==> src/rtl/gaussian_filter_pipe_if.sv <==
// Valid/ready bundle carrying a KxK pixel window in and one filtered pixel out.
// The master side is the surrounding environment; the filter connects as slave.
interface gaussian_filter_pipe_if #(
    parameter int DATA_WIDTH  = 8,
    parameter int KERNEL_SIZE = 3
);
    localparam int INPUT_WIDTH = DATA_WIDTH * KERNEL_SIZE * KERNEL_SIZE;

    logic                   in_valid;
    logic                   in_ready;
    logic [INPUT_WIDTH-1:0] kernel;
    logic                   mode;
    logic                   out_valid;
    logic                   out_ready;
    logic [DATA_WIDTH-1:0]  data_out;

    modport master (
        output in_valid,
        output kernel,
        output mode,
        output out_ready,
        input  in_ready,
        input  out_valid,
        input  data_out
    );

    modport slave (
        input  in_valid,
        input  kernel,
        input  mode,
        input  out_ready,
        output in_ready,
        output out_valid,
        output data_out
    );
endinterface

==> src/rtl/gaussian_filter_pipe.sv <==
// Three-stage separable binomial (Gaussian) smoother with per-beat bypass and
// full valid/ready backpressure: S1 row sums, S2 column sum, S3 rounding.
module gaussian_filter_pipe #(
    parameter int  DATA_WIDTH  = 8,
    parameter int  KERNEL_SIZE = 3,
    localparam int INPUT_WIDTH = DATA_WIDTH * KERNEL_SIZE * KERNEL_SIZE,
    localparam int SHIFT       = 2 * (KERNEL_SIZE - 1),
    localparam int ACC_WIDTH   = DATA_WIDTH + SHIFT
) (
    input  logic                  clk,
    input  logic                  rst,
    gaussian_filter_pipe_if.slave bus
);

    localparam int ROW_WIDTH = DATA_WIDTH + KERNEL_SIZE - 1;
    localparam int CENTRE    = (KERNEL_SIZE / 2) * KERNEL_SIZE + (KERNEL_SIZE / 2);
    localparam logic [ACC_WIDTH-1:0] ROUND_BIAS =
        {{(ACC_WIDTH - 1){1'b0}}, 1'b1} << (SHIFT - 1);

    if ((KERNEL_SIZE != 3) && (KERNEL_SIZE != 5)) begin : g_bad_kernel
        $error("gaussian_filter_pipe: KERNEL_SIZE must be 3 or 5");
    end

    // Five tap slots regardless of K so the shared adder tree never indexes out of range.
    typedef logic [4:0][ACC_WIDTH-1:0] taps_t;

    // Binomial weighted sum built from shifts and adds only (1-2-1 or 1-4-6-4-1).
    function automatic logic [ACC_WIDTH-1:0] binom_sum(input taps_t taps);
        logic [ACC_WIDTH-1:0] sum;
        if (KERNEL_SIZE == 5) begin
            sum = taps[0] + (taps[1] << 3'd2) + (taps[2] << 3'd2) + (taps[2] << 3'd1)
                + (taps[3] << 3'd2) + taps[4];
        end else begin
            sum = taps[0] + (taps[1] << 3'd1) + taps[2];
        end
        return sum;
    endfunction

    logic                                  s1_valid_r;
    logic [KERNEL_SIZE-1:0][ROW_WIDTH-1:0] s1_row_r;
    logic                                  s1_mode_r;
    logic [DATA_WIDTH-1:0]                 s1_centre_r;

    logic                                  s2_valid_r;
    logic [ACC_WIDTH-1:0]                  s2_acc_r;
    logic                                  s2_mode_r;
    logic [DATA_WIDTH-1:0]                 s2_centre_r;

    logic                                  s3_valid_r;
    logic [DATA_WIDTH-1:0]                 s3_data_r;

    logic                                  ready1_s;
    logic                                  ready2_s;
    logic                                  ready3_s;

    taps_t                                 h_taps_s;
    logic [ACC_WIDTH-1:0]                  h_sum_s;
    logic [KERNEL_SIZE-1:0][ROW_WIDTH-1:0] row_sum_s;
    taps_t                                 v_taps_s;
    logic [ACC_WIDTH-1:0]                  col_sum_s;
    logic [ACC_WIDTH-1:0]                  rounded_s;
    logic [DATA_WIDTH-1:0]                 result_s;

    // Backward ready chain: a stage can load when empty or when its contents advance.
    always_comb begin
        ready3_s = !s3_valid_r || bus.out_ready;
        ready2_s = !s2_valid_r || ready3_s;
        ready1_s = !s1_valid_r || ready2_s;
    end

    // Horizontal pass: one binomial sum per window row.
    always_comb begin
        h_taps_s  = '0;
        h_sum_s   = '0;
        row_sum_s = '0;
        for (int r = 0; r < KERNEL_SIZE; r++) begin
            h_taps_s = '0;
            for (int c = 0; c < KERNEL_SIZE; c++) begin
                h_taps_s[c] = ACC_WIDTH'(bus.kernel[(r * KERNEL_SIZE + c) * DATA_WIDTH +: DATA_WIDTH]);
            end
            h_sum_s      = binom_sum(h_taps_s);
            row_sum_s[r] = h_sum_s[ROW_WIDTH-1:0];
        end
    end

    // Vertical pass over the registered row sums.
    always_comb begin
        v_taps_s = '0;
        for (int r = 0; r < KERNEL_SIZE; r++) begin
            v_taps_s[r] = ACC_WIDTH'(s1_row_r[r]);
        end
        col_sum_s = binom_sum(v_taps_s);
    end

    // Round half up; the weights sum to 2^SHIFT so the result always fits DATA_WIDTH.
    always_comb begin
        rounded_s = s2_acc_r + ROUND_BIAS;
        if (s2_mode_r) begin
            result_s = s2_centre_r;
        end else begin
            result_s = rounded_s[SHIFT +: DATA_WIDTH];
        end
    end

    // Stage 1: capture row sums, mode and centre pixel of an accepted window.
    always_ff @(posedge clk or posedge rst) begin
        if (rst) begin
            s1_valid_r  <= 1'b0;
            s1_row_r    <= '0;
            s1_mode_r   <= 1'b0;
            s1_centre_r <= '0;
        end else if (ready1_s) begin
            s1_valid_r <= bus.in_valid;
            if (bus.in_valid) begin
                s1_row_r    <= row_sum_s;
                s1_mode_r   <= bus.mode;
                s1_centre_r <= bus.kernel[CENTRE * DATA_WIDTH +: DATA_WIDTH];
            end
        end
    end

    // Stage 2: column sum plus the side-band carried alongside it.
    always_ff @(posedge clk or posedge rst) begin
        if (rst) begin
            s2_valid_r  <= 1'b0;
            s2_acc_r    <= '0;
            s2_mode_r   <= 1'b0;
            s2_centre_r <= '0;
        end else if (ready2_s) begin
            s2_valid_r <= s1_valid_r;
            if (s1_valid_r) begin
                s2_acc_r    <= col_sum_s;
                s2_mode_r   <= s1_mode_r;
                s2_centre_r <= s1_centre_r;
            end
        end
    end

    // Stage 3: output register; holds its pixel while downstream stalls.
    always_ff @(posedge clk or posedge rst) begin
        if (rst) begin
            s3_valid_r <= 1'b0;
            s3_data_r  <= '0;
        end else if (ready3_s) begin
            s3_valid_r <= s2_valid_r;
            if (s2_valid_r) begin
                s3_data_r <= result_s;
            end
        end
    end

    assign bus.in_ready  = ready1_s;
    assign bus.out_valid = s3_valid_r;
    assign bus.data_out  = s3_data_r;

endmodule

==> src/flat_wrapper.sv <==
// flat-port wrapper written by rule: the top's interface ports become plain ports
module gaussian_filter_pipe_flat 
#(
    parameter int  DATA_WIDTH  = 8,
    parameter int  KERNEL_SIZE = 3,
    localparam int INPUT_WIDTH = DATA_WIDTH * KERNEL_SIZE * KERNEL_SIZE,
    localparam int SHIFT       = 2 * (KERNEL_SIZE - 1),
    localparam int ACC_WIDTH   = DATA_WIDTH + SHIFT
)
  (clk, rst, bus_in_valid, bus_kernel, bus_mode, bus_out_ready, bus_in_ready, bus_out_valid, bus_data_out);
  gaussian_filter_pipe_if #(.DATA_WIDTH(DATA_WIDTH), .KERNEL_SIZE(KERNEL_SIZE)) bus_i ();
  input  logic clk;
  input  logic rst;
  input wire logic [$bits(bus_i.in_valid)-1:0] bus_in_valid;
  input wire logic [$bits(bus_i.kernel)-1:0] bus_kernel;
  input wire logic [$bits(bus_i.mode)-1:0] bus_mode;
  input wire logic [$bits(bus_i.out_ready)-1:0] bus_out_ready;
  output wire logic [$bits(bus_i.in_ready)-1:0] bus_in_ready;
  output wire logic [$bits(bus_i.out_valid)-1:0] bus_out_valid;
  output wire logic [$bits(bus_i.data_out)-1:0] bus_data_out;
  assign bus_i.in_valid = bus_in_valid;
  assign bus_i.kernel = bus_kernel;
  assign bus_i.mode = bus_mode;
  assign bus_i.out_ready = bus_out_ready;
  assign bus_in_ready = bus_i.in_ready;
  assign bus_out_valid = bus_i.out_valid;
  assign bus_data_out = bus_i.data_out;
  gaussian_filter_pipe #(.DATA_WIDTH(DATA_WIDTH), .KERNEL_SIZE(KERNEL_SIZE)) u_core (.clk(clk), .rst(rst), .bus(bus_i));
endmodule
==> config.mk <==
export PLATFORM = sky130hd
export DESIGN_NAME = gaussian_filter_pipe_flat
export DESIGN_NICKNAME = d
export VERILOG_FILES = /design/src/rtl/gaussian_filter_pipe_if.sv /design/src/rtl/gaussian_filter_pipe.sv /design/src/flat_wrapper.sv
export SDC_FILE = /design/constraint.sdc
export NUM_CORES = 1
export LEC_CHECK = 0
export CORE_ASPECT_RATIO = 1.4
export CORE_MARGIN = 3
export CORE_UTILIZATION = 35
export DETAILED_ROUTE_END_ITERATION = 8
export MAX_ROUTING_LAYER = met4
export PLACE_DENSITY_LB_ADDON = 0.12
export SLEW_MARGIN = 20
export SYNTH_ARGS = -nofsm -noshare
export SYNTH_HDL_FRONTEND = slang
export SYNTH_SLANG_ARGS = --single-unit
==> constraint.sdc <==
create_clock -name clk -period 2.8 [get_ports clk]
set_input_delay 0.56 -clock clk [delete_from_list [all_inputs] [get_ports clk]]
set_output_delay 0.56 -clock clk [all_outputs]
set_load 0.01 [all_outputs]
# --- Word-level counts from Yosys, hierarchy flattened ---
# Cells that the tools add are included.
# Widths: inputs -> output; s select.
word_totals:
  register_bits: 71
  input_bits: 77
  output_inout_bits: 10
  elab_cells: 31
classes:
  add_sub_neg: 9
  n_mux: 1
  reduce_logical: 9
op_table:
  columns: ["operator", "n"]
  rows:
  - ["$add 10x8->10", 3]
  - ["$add 8x9->10", 3]
  - ["$add 10x11->12", 1]
  - ["$add 12x10->12", 1]
  - ["$add 12x4->12 const B", 1]
  - ["$mux 8", 1]
  - ["$reduce_and 2->1", 3]
  - ["$logic_not 1->1", 3]
  - ["$logic_or 1x1->1", 3]

# --- Longest topological paths before layout ---
depth:
  depth_word: 5
  ltp_mapped: 10
  ltp_nobuf: 10

# --- Least setup slack after synthesis ---
# Ideal clock, no wire load.
synth_timing:
  path_kind: "input -> register"
  from: "input port bus_kernel[1]"
  to: "register u_core.s1_row_r[9] (netlist name)"
  setup_ns: 0.129
  arrival_ns: 2.695
  required_time_ns: 2.671
  path_slack_ns: -0.024
  cell_stages: 10
  n_path_buf: 0
  cell_sequence: "inv_1 -> fa_1 -> inv_1 -> ha_1 -> fa_1 -> a21o_1 -> a21oi_1 -> o21ai_0 -> and3b_1 -> o41a_1"
synth_between:
  elab_chain_len: 2
synth_rtl:
  columns: ["item", "line_no", "rtl"]
  rows:
  - ["from (decl)", "flat_wrapper.sv:15", "input wire logic [$bits(bus_i.kernel)-1:0] bus_kernel;"]
  - ["$add 8x9->10", "gaussian_filter_pipe.sv:34", "sum = taps[0] + (taps[1] << 3'd1) + taps[2];"]
  - ["$add 10x8->10", "gaussian_filter_pipe.sv:34", null]
  - ["to (signal assigned)", "gaussian_filter_pipe.sv:115", "s1_row_r <= row_sum_s;"]
  - ["to (decl)", "gaussian_filter_pipe.sv:40", "logic [KERNEL_SIZE-1:0][ROW_WIDTH-1:0] s1_row_r;"]
# No other way between the ends.
# A chain may end at the register's enable or synchronous reset.

# --- Worst setup path after layout ---
layout_timing:
  from: "register u_core.s1_row_r[22] (netlist name)"
  to: "register u_core.s2_acc_r[10]"
layout_between:
  elab_chain_len: 1
layout_rtl:
  columns: ["item", "line_no", "rtl"]
  rows:
  - ["$add 12x10->12", "gaussian_filter_pipe.sv:34", null]
  - ["to (signal assigned)", "gaussian_filter_pipe.sv:132", "s2_acc_r <= col_sum_s;"]
  - ["to (decl)", "gaussian_filter_pipe.sv:45", "logic [ACC_WIDTH-1:0] s2_acc_r;"]
# No other way between the ends.

==> results.yml <==
placed_design:
  place.detailed.hpwl_um: 8300
  placement.io_buffers: 86
  dpl-instance-area_mm2: 0.00587
  place_congestion: 0.804
  dpl.cell_count: 720
routing:
  drtAntennaViolNets: 0
  vias: 3556
  wl_per_cell_um: 13.9
  first_pass_iters: 5
  routed_wl_um: 10300
  drcViolationCount: 0
  drt_iter0_markers: 144
  via_per_inst: 4.81
synth:
  synthCells: 464
  synth_seq_cells: 68
  async_flop_share_pct: 100
  synth_area_leaders: "dfrtp_1 (37%), fa_1 (14%), ha_1 (10%), nand2_1 (7.7%), o21ai_0 (4.3%)"
  synth.net_count: 611
  ys_types: 47
  yosysTopAreaCellShare_pct: 36.8
  synth_edf_count: 0
  synth_flop_cell: "dfrtp_1"
  synth_area_leader_cell: "dfrtp_1"
  syn_area_per_cell_um2: 9.96
  ys_seq_area_share_pct: 36.8
  syn-cell-area_mm2: 0.00462
  ys_warn_count: 0
timing:
  finalSetupViolations: 0
  relSlewSlack_pct: 50.9
  post-route-period-util_pct: 97.7
  hold_viol: 0
  finalMaxSlewViolations: 0
  finalClockSkew_ps: 4.95
  worst_slew_pin_slew_ps: 736
  fmax_mhz: 366
  grt_setup_unrepaired: "true"
  period_needed_ps: 2730
  whs_ps: 470
  fin_setup_tns_ps: 0
clocking:
  cts_tree: "built"
  cts_sinks: 68
  clockRootBuffer: "clkbuf_16"
  cts_buffer_depth: 2
  clkSlewWorstSetupHoldPaths_ps: 50
  ctsHoldBuffers: 0
  insertion_delay_ps: 330
  cts_max_level: 3
  numCtsBuffers: 9
power_and_ir_drop:
  power_density_mw_per_mm2: 806
  power_w: 0.00502
  p_leak_nw: 2.86
  ir_drop_uv: 285
finish:
  final_nets: 729
  diodes: 0
  final_layout_size_suffix_gt1_share_pct: 13.7
  area_growth_pct: 35.0
  instances_no_fill: 739
  finalInstanceArea_mm2: 0.00623
global_routing:
  grt_start_max_net_pins: 44
  grtUsageMet2_pct: 26.9
  grt_pass1_vias: 3789
  grt-busiest-layer: "met2"
  overflow: 0
  grtUsageMet3_pct: 1.67
  use_met1_pct: 18.5
  antenna_found_initial: 0
  grt_pass1_wl_um: 17500
  grt_use_total_pct: 15.7
floorplanning:
  start_util_pct: 35.9
  pin_count: 87
  die_h_um: 142
  rows: 49
  die_x_um: 103
  core_area_mm2: 0.0129
  die_area_mm2: 0.0146
critical_path:
  arrival_ps: 3000
  cp-start-kind: "flop"
  crit_type: "flop to flop"
  path_max_fanout: 4
  crit_path_end_kind: "flop"
  worstPathRequired_ps: 3060
worst_hold_path:
  hold_path_class: "flop to flop"
run_status:
  outcome: "finished clean"
run:
  drv_cap: 0
stage by stage:
step,utilization [%],setup slack [ps]
floorplan,-,27.9
global placement,45.6,-534
detailed placement,45.6,-570
CTS,47.8,0.676
global route,48.4,-18.9
finish,48.4,65.4
sequential cells by signal, summed over array words and instances (netlist names):
signal,flops
u_core.s1_mode_r,1
u_core.bus.data_out,8
u_core.s1_row_r,30
u_core.s2_acc_r,9
u_core.s2_valid_r,1
u_core.s1_valid_r,1
u_core.s2_centre_r,8
u_core.s1_centre_r,8
u_core.s2_mode_r,1
u_core.bus.out_valid,1
critical path, stage by stage, from the launching register on:
cell and delay, ps:
dfrtp_1 400, fa_1 550, ha_1 220, and4b_2 220
or4_4 560, and4b_4 220, or4_4 420, nand3_2 70
placed cells by master (no fill, tap or decap), types with 9 or more instances in the layout:
cell type / count
nand2_1: 95
clkdlybuf4s50_1: 79
dfrtp_1: 68
o21ai_0: 37
ha_1: 34
buf_4: 33
fa_1: 30
inv_1: 21
nor2_1: 20
xor2_1: 17
a21oi_1: 16
mux2_2: 11
nor3_1: 10
xnor2_1: 9
clkbuf_16: 9
final timing paths:
| check | slack [ps] | cells past startpoint | start | endpoint |
|---|---|---|---|---|
| setup reg to reg | 70 | 7 | u_core.s1_row_r[22]$_DFFE_PP0P_ | u_core.s2_acc_r[10]$_DFFE_PP0P_ |
| max in group asynchronous | 1550 | 3 | rst | u_core.s2_acc_r[10]$_DFFE_PP0P_ |
| min in group asynchronous | 610 | 2 | rst | u_core.bus.data_out[1]$_DFFE_PP0P_ |
| hold / removal | 470 | 2 | u_core.s1_row_r[0]$_DFFE_PP0P_ | u_core.s1_row_r[0]$_DFFE_PP0P_ |
| hold reg to reg | 470 | 2 | u_core.s1_row_r[0]$_DFFE_PP0P_ | u_core.s1_row_r[0]$_DFFE_PP0P_ |
| setup / recovery | 70 | 7 | u_core.s1_row_r[22]$_DFFE_PP0P_ | u_core.s2_acc_r[10]$_DFFE_PP0P_ |
report_power, final:
group	leakage, nW	switching, W	internal, W
Combinational	1.89	0.00118	0.00126
Sequential	0.826	0.000246	0.00130
Clock	0.135	0.000398	0.000640
layout make-up:
class                      count  area, µm²
fill                        1244       6640
multi-input combinational    359       2830
sequential                    68       1700
timing repair buffer         121       1150
clock buffer                  13        260
tap                          153        191
inverter                      23       86.3
clock inverter                 2       10.0
cell families after synthesis:
logic type	synth area share [%]
AND/OR/NAND/NOR	15.4
AO/OA/AOI/OAI	11.8
adder cells (fa/ha/maj)	24.3
flip-flops	36.8
buffers and inverters	3.20
XOR/XNOR	4.93
multiplexers	3.55
layer usage:
metal	wire, µm	vias up
met4	188	0
met3	311	12
met5	0	-
li1	-	1814
met2	5480	69
met1	4280	1661
cells in the mapped netlist, types with 2 or more instances:
cell type and instances:
inv_1 23, ha_1 37, nor3_1 10, a211oi_1 3, nor3b_1 3, nand3_1 5
fa_1 33, o41a_1 2, a21o_1 4, nand2_1 95, o31ai_1 4, nor2_1 20
or3_1 2, or4_1 2, mux2_2 11, mux2i_1 4, xor2_1 17, clkbuf_1 10
o21ai_0 40, o21bai_1 2, a31oi_1 5, nand2b_1 7, dfrtp_1 68, a21oi_1 18
o211ai_1 7, and3b_1 2, buf_1 2, xnor2_1 9
repair_timing:
action,in CTS,in global routing
endpoints found under the hold margin,0,0
gates cloned,0,0
endpoints found under the setup margin,6,6
resized for setup,10,17
setup buffers,1,3
pin swaps,7,18
(Power assumes the default switching activity.)
